[src/rtl/mem_responder.sv]
// ---------------------------------------------------------------------------
// mem_responder
//
// Memory-side responder for the 16-bit pipelined CPU. One shared single-port
// asynchronous SRAM answers both the instruction-fetch port (B) and the data
// port (A). When both ports want the SRAM in the same cycle, a two-state FSM
// gives the cycle to A and freezes the pipeline with stall_o. B then gets the
// SRAM in the following cycle.
//
// The block also decodes a two-register UART MMIO window:
//   MMIO_DATA : read returns the received byte; write sends a byte
//   MMIO_STAT : read returns {overrun, rxFull, txReady}
// It raises irq_o while a received byte is waiting to be read.
//
// Ports
//   clk_i, rst_i             clock; synchronous active-high reset
//   a_addr_i, a_wdata_i      data port word address / write data
//   a_ctrl_i                 00 idle, 01 read, 10 write, 11 idle
//   a_rdata_o                data port read data (registered)
//   b_addr_i                 fetch address, presented every cycle
//   b_rdata_o                fetched instruction (registered)
//   stall_o                  CPU must hold its pipeline and requests
//   sram_*                   asynchronous SRAM bus; strobes are active-low
//   uart_tx_*                transmit byte, one-cycle strobe, ready input
//   uart_rx_*                received byte and one-cycle strobe
//   irq_o, irq_index_o       interrupt request and its fixed index
// ---------------------------------------------------------------------------
module mem_responder #(
    parameter logic [15:0] MMIO_DATA    = 16'hBF00,
    parameter logic [15:0] MMIO_STAT    = 16'hBF01,
    parameter logic [3:0]  RX_IRQ_INDEX = 4'h3
) (
    input  logic        clk_i,
    input  logic        rst_i,
    input  logic [15:0] a_addr_i,
    input  logic [15:0] a_wdata_i,
    input  logic [1:0]  a_ctrl_i,
    output logic [15:0] a_rdata_o,
    input  logic [15:0] b_addr_i,
    output logic [15:0] b_rdata_o,
    output logic        stall_o,
    output logic [15:0] sram_addr_o,
    output logic [15:0] sram_wdata_o,
    input  logic [15:0] sram_rdata_i,
    output logic        sram_ce_n_o,
    output logic        sram_oe_n_o,
    output logic        sram_we_n_o,
    output logic [7:0]  uart_tx_data_o,
    output logic        uart_tx_valid_o,
    input  logic        uart_tx_ready_i,
    input  logic [7:0]  uart_rx_data_i,
    input  logic        uart_rx_valid_i,
    output logic        irq_o,
    output logic [3:0]  irq_index_o
);

    typedef enum logic {
        FETCH     = 1'b0,
        DATA_DONE = 1'b1
    } state_t;

    state_t      state_q, state_d;
    logic [15:0] aRdata_q, aRdata_d;
    logic [15:0] bRdata_q, bRdata_d;
    logic        txValid_q, txValid_d;
    logic [7:0]  txData_q, txData_d;
    logic [7:0]  rxBuf_q, rxBuf_d;
    logic        rxFull_q, rxFull_d;
    logic        overrun_q, overrun_d;

    logic aIsRead;
    logic aIsWrite;
    logic aIsMmio;
    logic aSramReq;
    logic serveA;
    logic mmioRdData;
    logic mmioRdStat;
    logic mmioWrData;

    // Request decode. Only reads and writes outside the MMIO window compete
    // for the SRAM; MMIO accesses are served from registers alongside a fetch.
    assign aIsRead  = (a_ctrl_i == 2'b01);
    assign aIsWrite = (a_ctrl_i == 2'b10);
    assign aIsMmio  = (a_addr_i == MMIO_DATA) || (a_addr_i == MMIO_STAT);
    assign aSramReq = (aIsRead || aIsWrite) && !aIsMmio;

    // MMIO side effects only fire in FETCH. In DATA_DONE the CPU is still
    // showing the SRAM request that was just served, so it must be ignored.
    // A held MMIO request never stalls, so each cycle is a fresh access.
    assign mmioRdData = (state_q == FETCH) && aIsRead  && (a_addr_i == MMIO_DATA);
    assign mmioRdStat = (state_q == FETCH) && aIsRead  && (a_addr_i == MMIO_STAT);
    assign mmioWrData = (state_q == FETCH) && aIsWrite && (a_addr_i == MMIO_DATA);

    // Arbitration FSM and SRAM bus drive. Everything here is combinational,
    // so a write strobe covers the whole cycle and drops the moment reset is
    // raised. The SRAM is deselected with all strobes high while in reset.
    always_comb begin
        state_d     = FETCH;
        stall_o     = 1'b0;
        serveA      = 1'b0;
        sram_ce_n_o = 1'b1;
        sram_oe_n_o = 1'b1;
        sram_we_n_o = 1'b1;
        sram_addr_o = b_addr_i;
        if (!rst_i) begin
            sram_ce_n_o = 1'b0;
            case (state_q)
                FETCH: begin
                    if (aSramReq) begin
                        serveA      = 1'b1;
                        stall_o     = 1'b1;
                        sram_addr_o = a_addr_i;
                        sram_oe_n_o = !aIsRead;
                        sram_we_n_o = !aIsWrite;
                        state_d     = DATA_DONE;
                    end else begin
                        sram_oe_n_o = 1'b0;
                        state_d     = FETCH;
                    end
                end
                DATA_DONE: begin
                    sram_oe_n_o = 1'b0;
                    state_d     = FETCH;
                end
                default: begin
                    state_d = FETCH;
                end
            endcase
        end
    end

    assign sram_wdata_o = a_wdata_i;

    // Read-data capture. Whichever port owned the SRAM this cycle latches
    // sram_rdata_i; the other port keeps its last value. MMIO reads load the
    // A register from the UART state instead.
    always_comb begin
        aRdata_d = aRdata_q;
        bRdata_d = bRdata_q;
        if (serveA) begin
            if (aIsRead) begin
                aRdata_d = sram_rdata_i;
            end
        end else begin
            bRdata_d = sram_rdata_i;
            if (mmioRdData) begin
                aRdata_d = {8'h00, rxBuf_q};
            end else if (mmioRdStat) begin
                aRdata_d = {13'b0, overrun_q, rxFull_q, uart_tx_ready_i};
            end
        end
    end

    // UART transmit: a data-register write is forwarded as a single strobe
    // only if the transmitter is idle; otherwise the byte is dropped.
    always_comb begin
        txValid_d = mmioWrData && uart_tx_ready_i;
        txData_d  = txData_q;
        if (txValid_d) begin
            txData_d = a_wdata_i[7:0];
        end
    end

    // UART receive buffer. A read of the data register in the same cycle as
    // a new byte frees the slot, so the new byte is taken without overrun.
    // A status read clears overrun, but a fresh overrun in that same cycle
    // still sets it so the event is not lost.
    always_comb begin
        rxBuf_d   = rxBuf_q;
        rxFull_d  = rxFull_q;
        overrun_d = overrun_q;
        if (mmioRdStat) begin
            overrun_d = 1'b0;
        end
        if (uart_rx_valid_i) begin
            if (!rxFull_q || mmioRdData) begin
                rxBuf_d  = uart_rx_data_i;
                rxFull_d = 1'b1;
            end else begin
                overrun_d = 1'b1;
            end
        end else if (mmioRdData) begin
            rxFull_d = 1'b0;
        end
    end

    // State and datapath registers, all with synchronous reset.
    always_ff @(posedge clk_i) begin
        if (rst_i) begin
            state_q   <= FETCH;
            aRdata_q  <= 16'h0000;
            bRdata_q  <= 16'h0000;
            txValid_q <= 1'b0;
            txData_q  <= 8'h00;
            rxBuf_q   <= 8'h00;
            rxFull_q  <= 1'b0;
            overrun_q <= 1'b0;
        end else begin
            state_q   <= state_d;
            aRdata_q  <= aRdata_d;
            bRdata_q  <= bRdata_d;
            txValid_q <= txValid_d;
            txData_q  <= txData_d;
            rxBuf_q   <= rxBuf_d;
            rxFull_q  <= rxFull_d;
            overrun_q <= overrun_d;
        end
    end

    assign a_rdata_o       = aRdata_q;
    assign b_rdata_o       = bRdata_q;
    assign uart_tx_valid_o = txValid_q;
    assign uart_tx_data_o  = txData_q;
    assign irq_o           = rxFull_q;
    assign irq_index_o     = RX_IRQ_INDEX;

endmodule

[config.mk]
export PLATFORM = sky130hd
export DESIGN_NAME = mem_responder
export DESIGN_NICKNAME = d
export VERILOG_FILES = /design/src/rtl/mem_responder.sv
export SDC_FILE = /design/constraint.sdc
export NUM_CORES = 1
export LEC_CHECK = 0
export ABC_AREA = 1
export CAP_MARGIN = 30
export CELL_PAD_IN_SITES_DETAIL_PLACEMENT = 0
export CELL_PAD_IN_SITES_GLOBAL_PLACEMENT = 1
export CORE_ASPECT_RATIO = 1.4
export CORE_MARGIN = 5
export CORE_UTILIZATION = 26
export CTS_BUF_LIST = sky130_fd_sc_hd__clkbuf_4
export DETAILED_ROUTE_END_ITERATION = 16
export PLACE_DENSITY_LB_ADDON = 0.1
export RECOVER_POWER = 25
export REMOVE_ABC_BUFFERS = 1
export SYNTH_ARGS = -nofsm -noshare
export SYNTH_HDL_FRONTEND = slang
export SYNTH_SLANG_ARGS = --single-unit
[constraint.sdc]
create_clock -name clk_i -period 2.1 [get_ports clk_i]
set_clock_uncertainty 0.1 [all_clocks]
set_input_delay 0.21 -clock clk_i [delete_from_list [all_inputs] [get_ports clk_i]]
set_output_delay 0.21 -clock clk_i [all_outputs]
set_load 0.005 [all_outputs]
# After elaboration in Yosys (flattened, before gate mapping)

Cells that the tools add are included.
Widths: inputs -> output; s select.

Input bits: 78
Register bits: 52
Logic and storage cells: 58

Mux-type cells: 24
Reductions and logical operators: 19
Bitwise gates (word level): 1
Equality and inequality tests: 6

Operators by type and width:

| operator             | count |
|---|---|
| $mux 16              | 7 |
| $eq 16x16->1 const B | 2 |
| $mux 1               | 15 |
| $logic_and 1x1->1    | 7 |
| $reduce_and 2->1     | 3 |
| $logic_not 1->1      | 4 |
| $ne 2x1->1 const B   | 2 |
| $pmux 1 s2           | 2 |
| $logic_or 1x1->1     | 3 |
| $reduce_bool 3->1    | 1 |
| $eq 2x1->1 const B   | 1 |
| $eq 2x2->1 const B   | 1 |
| $reduce_bool 2->1    | 1 |
| $not 1->1            | 1 |

# Logic depth before layout (Yosys ltp)

Depth in word-level cells: 9
Depth in mapped cells: 12
Depth with buffers taken out: 12

# Worst setup path before layout

Ideal clock, no wire load.

Path kind: input-to-output
Start point: input a_ctrl_i[0]
End point: output sram_oe_n_o
Arrival time: 1,427 ps
Buffers on the path: 2
Stages: 9
Setup slack: 363 ps
Cell sequence: inv_1 > ha_1 > nor2_1 > inv_1 > nor2_2 > buf_4 > nand2_8 > buf_6 > o21ai_0

Longest elaborated chain between the ends: 6

Ends and longest elaborated chain:

| element                                  | RTL line | RTL |
|---|---|---|
| start, declared                          | 37       | `input logic [1:0] a_ctrl_i,` |
| $eq 2x1->1 or $eq 2x2->1 (tied branches) | 82, 83   |  |
| $logic_or 1x1->1                         | 85       | `assign aSramReq = (aIsRead \|\| aIsWrite) && !aIsMmio;` |
| $logic_and 1x1->1                        | 85       |  |
| $mux 1 *                                 | 109      | `if (aSramReq) begin` |
| $pmux 1 s2 *                             | 107      | `case (state_q)` |
| $mux 1 *                                 | 105      | `if (!rst_i) begin` |
| end, declared                            | 46       | `output logic sram_oe_n_o,` |

Every way passes the cells marked *; elsewhere a longest branch is shown, timed or not.

# Final worst setup path

Start point: input a_addr_i[14]
End point: output sram_addr_o[6]

Longest elaborated chain between the ends: 7

Ends and longest elaborated chain:

| element             | RTL line | RTL |
|---|---|---|
| start, declared     | 35       | `input logic [15:0] a_addr_i,` |
| $eq 16x16->1        | 84       | `assign aIsMmio = (a_addr_i == MMIO_DATA) \|\| (a_addr_i == MMIO_STAT);` |
| $logic_or 1x1->1 *  | 84       |  |
| $logic_not 1->1 *   | 85       |  |
| $logic_and 1x1->1 * | 85       |  |
| $mux 16 *           | 109      |  |
| $mux 16 *           | 107      |  |
| $mux 16 *           | 105      |  |
| end, declared       | 42       | `output logic [15:0] sram_addr_o,` |

Marked as above.

==> flow_metrics.tcl <==
set metrics [dict create \
    finalWirelength_microns 9090 \
    yosysSeqAreaShare_pct 37.9 \
    viasPerCell 4.27 \
    p_int_uw 1630 \
    hold_class "input pin to register" \
    cp_slowest_cell "clkdlybuf4s50_1" \
    hold_viol_final 0 \
    dr.pass1.iters 4 \
    rrSetupSlack_ps 260 \
    die_w_microns 96.9 \
    numCtsBuffers 5 \
    synth-seq-cells 52 \
    nNetsFinal 640 \
    rsz0062_at_grt "false" \
    worst-path-stages 10 \
    setup_viol 0 \
    drv_cap 0 \
    clk_pin_slew_ps 140 \
    finalCriticalPeriod_ps 2000 \
    clk_latency_ps 370 \
    worstSetupPathType "input pin to output pin" \
    netlist_instances 401 \
    end_kind "output pin" \
    synth.top_cell.area_share_pct 37.9 \
    synth_area_leaders "dfxtp_1 38%, nand2_1 14%, nor2_1 7.0%" \
    drt-initial-drc-count 91 \
    grt_pass1_vias 3163 \
    sw_frac_of_total_pct 28.0 \
    h-tree-depth 2 \
    synth_area_sq_um 2750 \
    drv_slew 0 \
    timing.rr.end "a_rdata_o[12]" \
    dp_worst_setup_slack_ps -490 \
    powerDensity_nw_per_um2 502 \
    combPwrFrac_pct 28.3 \
    synth_cell_types 23 \
    area.growth.synth_to_final_pct 64.6 \
    core_area_sq_um 10300 \
    path_buf_inv 5 \
    final_cell_mix "102 x nand2_1, 90 x clkdlybuf4s50_1, 52 x dfxtp_1, 45 x nor2_1, 40 x buf_4" \
    yosysWarningCount 0 \
    r2r-start "state_q" \
    fin_setup_tns_ps 0 \
    rows 44 \
    fmax_ghz 0.500 \
    final_antenna_net_count 0 \
    place_hpwl_microns 6890 \
    maxSlewHeadroom_pct 57.9 \
    port_buffers 139 \
    synth_top_cell_by_area "dfxtp_1" \
    startpoint_type "input pin" \
    clk_path_buf_depth 2 \
    crit_required_ps 1790 \
    worstHoldPathCells 3 \
    pwr-share-clk_pct 24.8 \
    hp-start "sram_rdata_i[13]" \
    antenna_found_initial 1 \
    cp_top_family "buffers and inverters" \
    cts_tree "yes" \
    overflow 0 \
    syn_avg_cell_area_sq_um 6.85 \
    drc 0 \
    status "finished clean" \
    post_route_cells_drive_above_1_share_pct 21.3 \
    ir_drop_mv 0.255 \
    num_vias 2983 \
    grtUsageTotal_pct 14.5 \
    power_leakage_uw 0.00205 \
    crit_arrival_ps 1690 \
    layout_commonest_cell "nand2_1" \
    cts.sinks 52 \
    reg2reg_depth 10 \
    finalWorstSetupSlack_ps 102 \
    cts-root-buf "clkbuf_4" \
    wl_per_cell_microns 13.0 \
    p_seq_share_pct 47.0 \
    worst_pin_slew_ps 632 \
    grt_pass1_wl_microns 15300 \
    cp_cell_sequence "clkdlybuf4s50_1 > inv_2 > nand4_1 > nor2_4 > nand2_2 > nand4_4 > buf_6 > buf_12 > o21ai_0 > buf_2" \
    pin_count 160 \
    dieHeight_microns 132 \
    place.gp.congestion 0.724 \
    dieArea_sq_um 12800 \
    start_util_pct 26.5 \
    holdPathEnd "a_rdata_o[13]" \
    post-route-period-util_pct 95.2 \
    max_stage_delay_ps 470 \
    switching_power_uw 634 \
    critPathMaxFanout 7 \
    grt_max_degree 24 \
]
## cells in the mapped netlist (all sizes together)
cell    number
o21ai       29
clkbuf       6
conb         2
dfxtp       52
nand3       20
nand4       16
inv         39
nand2      118
a21oi       29
nor2        56
ha           2
buf         32
## registers in the layout, indices dropped and copies added (netlist names)
register	count
a_rdata_o	16
b_rdata_o	16
irq_o	1
overrun_q	1
rxBuf_q	8
state_q	1
uart_tx_data_o	8
uart_tx_valid_o	1
## cell type report
type                       count  area, sq um
sequential                    52         1040
fill                        1144         5830
clock inverter                 1         30.0
inverter                      39          146
timing repair buffer         188         1750
antenna                        1         2.50
tap                          138          173
clock buffer                   5         37.5
multi-input combinational    274         1350
## cell families (layout without fill, tap and decap cells)
kind of cell,after synthesis,after routing,synth area share [%]
and+or+nand+nor,210,210,34.1
buffers and inverters,77,233,15.2
other,2,5,0.273
AOI/OAI and AO/OA,58,58,11.7
adders and majority gates,2,2,0.911
DFF,52,52,37.9
## what timing repair did
item                                    in CTS  in global routing
gates cloned                                 2                  0
gates resized for setup                     88                 20
hold buffers                                 0                  0
endpoints found under the setup margin      19                 38
pin swaps                                    8                  6
setup buffers                               10                  1
## per-layer routing
layer	vias to the layer above	GRT usage, %	routed length [microns]
met2	102	27.5	4700
li1	1560	-	-
met3	5	4.40	582
met1	1316	15.2	3690
met5	-	0	0
met4	0	3.98	112
## through the flow
| step | utilization, % | hold WS, ps | std cells | instance area [sq um] | total power [uW] |
|---|---|---|---|---|---|
| 2_1_floorplan | - | 172 | 365 | 2480 | 1300 |
| 5_1_grt | 43.7 | 270 | 698 | 4520 | 2420 |
| 6_report | 43.7 | 301 | 698 | 4520 | 2270 |
| 3_5_place_dp | 42.1 | 320 | 678 | 4360 | 1740 |
| 3_3_place_gp | 42.1 | 320 | 678 | 4360 | 1730 |
| 4_1_cts | 43.7 | 277 | 696 | 4520 | 2330 |
## worst reg2reg max path, delay by kind of cell (launching register included)
kind,cells,cell delay (ps)
AOI/OAI and AO/OA,1,130
DFF,1,370
and+or+nand+nor,4,470
buffers and inverters,5,710
## how the worst max path moves through the flow
| stage | from | end | slack [ps] |
|---|---|---|---|
| final | a_addr_i[14] | sram_addr_o[6] | 100 |
| after global routing | a_addr_i[14] | sram_addr_o[6] | 0.9 |
| after CTS | a_addr_i[14] | sram_addr_o[15] | 5 |
| after detailed placement | a_ctrl_i[0] | sram_addr_o[7] | -490 |
| after global placement | a_ctrl_i[0] | sram_addr_o[14] | -460 |
| after floorplan | rst_i | sram_addr_o[10] | -120 |
## power groups by stage
| stage | registers (uW) | logic (uW) | clock network, uW |
|---|---|---|---|
| 6_report | 1070 | 641 | 562 |
| 3_5_place_dp | 1090 | 648 | 0 |
| 5_1_grt | 1070 | 715 | 628 |
| 4_1_cts | 1070 | 667 | 597 |
| 2_1_floorplan | 1090 | 217 | 0 |
| 3_3_place_gp | 1090 | 646 | 0 |
No activity file was read; power rests on OpenSTA's default activity.
